File: config.mk
export PLATFORM = sky130hd
export DESIGN_NAME = mem_arbiter
export DESIGN_NICKNAME = d
export VERILOG_FILES = /design/src/rtl/mem_arb_pkg.sv /design/src/rtl/rr_arbiter2.sv /design/src/rtl/mem_arbiter.sv
export SDC_FILE = /design/constraint.sdc
export NUM_CORES = 1
export LEC_CHECK = 0
export ABC_AREA = 1
export BUFFER_PORTS_ARGS = -buffer_cell sky130_fd_sc_hd__buf_2
export CORE_AREA = 2 2 94 96
export CTS_BUF_LIST = sky130_fd_sc_hd__clkbuf_16
export CTS_CLUSTER_SIZE = 10
export DETAILED_ROUTE_END_ITERATION = 6
export DIE_AREA = 0 0 96 98
export PLACE_DENSITY = 0.49
export SLEW_MARGIN = 20
export SYNTH_ARGS = -nofsm -noshare
export SYNTH_HDL_FRONTEND = slang
export SYNTH_SLANG_ARGS = --single-unit
File: constraint.sdc
create_clock -name clk -period 1.1 [get_ports clk]
set_input_delay 0.055 -clock clk [delete_from_list [all_inputs] [get_ports clk]]
set_output_delay 0.055 -clock clk [all_outputs]
set_load 0.05 [all_outputs]
File: src/rtl/mem_arb_pkg.sv
// Shared types for the instruction/data RAM arbiter.
package mem_arb_pkg;

  typedef enum logic {PORT_I, PORT_D} mem_port_t;

  typedef enum logic {IDLE, RD_WAIT} arb_state_t;

endpackage

File: src/rtl/rr_arbiter2.sv
// Two-input round-robin arbiter: bit 0 is the instruction port, bit 1 the data port.
module rr_arbiter2 (
  input  logic [1:0] req,
  input  logic       prefer,
  output logic [1:0] gnt,
  output logic       next_prefer
);

  always_comb begin
    gnt[0] = req[0] & (~req[1] | ~prefer);
    gnt[1] = req[1] & (~req[0] | prefer);

    // Point the preference at whichever port lost (or sat out) this cycle.
    next_prefer = prefer;
    if (gnt[0]) begin
      next_prefer = 1'b1;
    end else if (gnt[1]) begin
      next_prefer = 1'b0;
    end
  end

endmodule

File: src/rtl/mem_arbiter.sv
// Shares one synchronous-read RAM between instruction fetch and load/store.
// Grants are combinational; read data returns on the owner's rvalid one cycle later.
module mem_arbiter
  import mem_arb_pkg::*;
#(
  parameter int unsigned WIDTH      = 32,
  parameter int unsigned ADDR_WIDTH = 10
) (
  input  logic                  clk,
  input  logic                  rst,
  input  logic                  i_req,
  input  logic [31:0]           i_addr,
  output logic                  i_gnt,
  output logic                  i_rvalid,
  output logic [WIDTH-1:0]      i_rdata,
  input  logic                  d_req,
  input  logic                  d_we,
  input  logic [31:0]           d_addr,
  input  logic [WIDTH-1:0]      d_wdata,
  output logic                  d_gnt,
  output logic                  d_rvalid,
  output logic [WIDTH-1:0]      d_rdata,
  output logic [ADDR_WIDTH-1:0] ram_addr,
  output logic [WIDTH-1:0]      ram_wdata,
  output logic                  ram_wren,
  input  logic [WIDTH-1:0]      ram_rdata
);

  arb_state_t state_q, state_d;
  mem_port_t  owner_q, owner_d;
  logic       prefer_q, prefer_d;
  logic [1:0] req, gnt;
  logic       rd_grant;
  logic       unused_addr_bits;

  // Requests are masked in reset so no grant or write can escape.
  assign req = {d_req & rst, i_req & rst};

  rr_arbiter2 u_rr_arbiter2 (
    .req         (req),
    .prefer      (prefer_q),
    .gnt         (gnt),
    .next_prefer (prefer_d)
  );

  assign i_gnt    = gnt[0];
  assign d_gnt    = gnt[1];
  assign rd_grant = gnt[0] | (gnt[1] & ~d_we);

  assign ram_addr  = gnt[0] ? i_addr[ADDR_WIDTH+1:2] : d_addr[ADDR_WIDTH+1:2];
  assign ram_wdata = d_wdata;
  assign ram_wren  = gnt[1] & d_we;

  assign i_rdata  = ram_rdata;
  assign d_rdata  = ram_rdata;
  assign i_rvalid = rst & (state_q == RD_WAIT) & (owner_q == PORT_I);
  assign d_rvalid = rst & (state_q == RD_WAIT) & (owner_q == PORT_D);

  assign unused_addr_bits = ^{i_addr[31:ADDR_WIDTH+2], i_addr[1:0],
                              d_addr[31:ADDR_WIDTH+2], d_addr[1:0]};

  always_comb begin
    state_d = IDLE;
    owner_d = owner_q;
    if (rd_grant) begin
      state_d = RD_WAIT;
      owner_d = gnt[0] ? PORT_I : PORT_D;
    end
  end

  always_ff @(posedge clk) begin
    if (!rst) begin
      state_q  <= IDLE;
      owner_q  <= PORT_I;
      prefer_q <= 1'b0;
    end else begin
      state_q  <= state_d;
      owner_q  <= owner_d;
      prefer_q <= prefer_d;
    end
  end

endmodule

==> results.tsv <==
metric	value	unit
post-DR vias/cell	2.85	
Total Power	1.10	mW
internal reg-to-reg setup slack	0.21	ns
share of final-layout standard cells stronger than drive strength 1	0.712	
area of the core region	8470	sq um
Worst VDD drop	0.451	mV
destination of the worst hold path	prefer_q	
Min-Delay Startpoint	d_req	
GR Overflow Total	0	
synthesized cell area	1000	sq um
final standard cell area without fillers	898	sq um
first-pass GRT wire length	2830	um
run status	complete, but fails checks	
DRC violation count after routing	0	
max-cap viol count	0	
number of distinct library cell variants in the gate-level netlist after synthesis	13	
worst setup skew after layout	0.00150	ns
HPWL reported at the end of detailed placement	1620	um
detailed-route wire length	2170	um
fraction of synthesis flops using an asynchronous set or reset pin	0	
placed instance area	647	sq um
number of buffers on the longest clock path	2	
CTS tree	yes	
power density relative to cell area	1230	nW/um^2
violated checks	setup timing	
top cells by area in the synthesized netlist	sky130_fd_sc_hd__buf_4, sky130_fd_sc_hd__nand2_1, sky130_fd_sc_hd__dfxtp_1	
gate count of the mapped netlist	152	
post-DR wirelength/cell	10.2	um
port buffer count	39	
Vert. Die Dim	98	um
final core utilization	0.106	
number of failing hold endpoints at the final stage	0	
sequential element share of the synthesized area	0.0599	
starting density of the core	0.119	
syn nets	285	
worst hold path depth	2	
hold buffer count at cts	0	
peak clock frequency supported by timing	794	MHz
share of the cycle needed by the critical path after routing	1.15	
root buffer cell	sky130_fd_sc_hd__clkbuf_16	
Clock Sink Count	3	
ranking of synthesized cells by instance count	sky130_fd_sc_hd__buf_4, sky130_fd_sc_hd__nand2_1, sky130_fd_sc_hd__inv_1, sky130_fd_sc_hd__dfxtp_1, sky130_fd_sc_hd__nor3_1	
first-pass iteration count of the detailed router	2	
startpoint of the most critical register-to-register path	prefer_q	
fraction of post-synthesis cell area in the top cell type by area	0.718	
dominant synthesized flop cell	sky130_fd_sc_hd__dfxtp_1	
number of levels in the clock H-tree	1	
worst path setup slack after routing	-0.160	ns
P_leak	0.446	nW
post-route minimum period	1.26	ns
initial antenna violation count	0	
Critical Path End Type	primary output	
# nets final	238	
clk_lat worst skew	0.22	ns
transition time at the pin with the least slew margin	0.246	ns
Setup Viol. Count Final	13	
critical path start-end classification	register to primary output	
#FFs+latches synth	3	
syn_area_per_cell	6.60	sq um
required time at the endpoint of the critical path	1.04	ns
most frequent cell after synthesis	sky130_fd_sc_hd__buf_4	
Num CTS Buffers	3	
Synth area leader	sky130_fd_sc_hd__buf_4	
startpoint class of the critical path	register	
pins over their slew limit	0	
depth of the worst register-to-register path	5	
clock slew seen by the registers of the worst setup and hold paths	0.03	ns
Total Routing Usage GR	0.0409	
Rel. slew slack	0.837	
unrepaired setup endpoints after global routing	true	
final estimated routing congestion in global placement	0.631	
number of routed nets with antenna violations	0	
layout filler cell count	977	
yosys warns	0	
pin count of the biggest net entering global routing	7	
initial drt markers	14	
width of the chip	96	um
total via count after detailed routing	604	
count of flip-flops with a built-in enable after synthesis	0	
number of antenna diodes	0	
number of primary I/O pins	244	
Crit path arrival time	1.21	ns
Site Rows	34	
worst reg2reg path endpoint	owner_q	
worst min path class	input port to register	
total die area	9410	sq um
Synth-to-Final Area Change	-10.5	%
via count of the first global-routing pass	639	
maximum fanout count along the critical path	5	
==> cell families after synthesis <==
family | count (synthesis) | synth area share
buffers and inverters | 106 | 0.764
AOI/OAI and AO/OA | 2 | 0.0125
DFF | 3 | 0.0599
and+or+nand+nor | 41 | 0.163
==> flip-flops by register name, indices dropped and copies added (netlist names) <==
register and flops:
prefer_q 1, owner_q 1, state_q 1
==> worst max-delay path by stage <==
| stage | start | to | slack (ns) | depth (start not counted) |
|---|---|---|---|---|
| finish | prefer_q | ram_addr[5] | -0.16 | 6 |
| global route | prefer_q | ram_addr[9] | -0.22 | 6 |
| CTS | prefer_q | ram_addr[5] | -0.17 | 6 |
| detailed placement | prefer_q | ram_addr[5] | -0.03 | 6 |
| global placement | prefer_q | ram_addr[5] | -0.01 | 6 |
| floorplan | owner_q | d_rvalid | -0.007 | 2 |
==> worst max-delay path: stages (launching register included) <==
cell,delay [ns]
sky130_fd_sc_hd__dfxtp_2,0.31
sky130_fd_sc_hd__nand2_2,0.07
sky130_fd_sc_hd__nand3_4,0.12
sky130_fd_sc_hd__buf_4,0.19
sky130_fd_sc_hd__nand2_1,0.06
sky130_fd_sc_hd__nand2_2,0.05
sky130_fd_sc_hd__buf_4,0.18
==> metal layers <==
metal	track usage	wire, um
met5	0	0
met4	0.0615	265
met3	0.0224	361
met2	0.0769	1110
met1	0.0154	434
==> where the power goes <==
part / internal [mW] / switching (mW)
Combinational: 0.159 / 0.260
Sequential: 0.118 / 0.00336
Clock: 0.468 / 0.0931
Total: 0.745 / 0.357
==> per-stage QoR <==
step	TNS (ns)	setup slack (ns)	cells	hold WS, ns
2_1_floorplan	-0.00685	-0.00685	152	0.159
3_3_place_gp	-0.0111	-0.00985	203	0.110
3_5_place_dp	-0.0667	-0.0323	203	0.110
4_1_cts	-1.62	-0.170	211	0.0585
5_1_grt	-2.31	-0.223	212	0.0845
6_report	-1.55	-0.160	212	0.0619
==> cell usage in the layout, fill, tap and decap left out, types with 2 or more instances in the layout <==
| cell | Yosys | routed |
|---|---|---|
| sky130_fd_sc_hd__inv_1 | 7 | 7 |
| sky130_fd_sc_hd__buf_4 | 96 | 8 |
| sky130_fd_sc_hd__nand2_2 | 0 | 17 |
| sky130_fd_sc_hd__nand2_1 | 36 | 18 |
| sky130_fd_sc_hd__clkbuf_16 | 0 | 3 |
| sky130_fd_sc_hd__buf_6 | 1 | 9 |
| sky130_fd_sc_hd__buf_2 | 1 | 25 |
| sky130_fd_sc_hd__buf_8 | 0 | 3 |
| sky130_fd_sc_hd__dfxtp_1 | 3 | 2 |
| sky130_fd_sc_hd__nor3_2 | 0 | 2 |
==> timing repair <==
| action | 4_1_cts | 5_1_grt |
|---|---|---|
| buffers inserted | 2 | 1 |
| gates cloned | 2 | 0 |
| endpoints found under the setup margin | 14 | 14 |
| resized for setup | 36 | 9 |
| pin swaps | 4 | 3 |
==> layout make-up <==
| type | instances | area, sq um | share of cell area |
|---|---|---|---|
| clock buffer | 3 | 75.1 | 0.0836 |
| clock inverter | 1 | 3.75 | 0.00418 |
| timing repair inverter | 1 | 7.51 | 0.00836 |
| tap | 108 | 135 | 0.150 |
| inverter | 8 | 32.5 | 0.0362 |
| timing repair buffer | 45 | 332 | 0.369 |
| multi-input combinational | 43 | 251 | 0.280 |
| sequential | 3 | 61.3 | 0.0682 |
(Power assumes the default switching activity.)
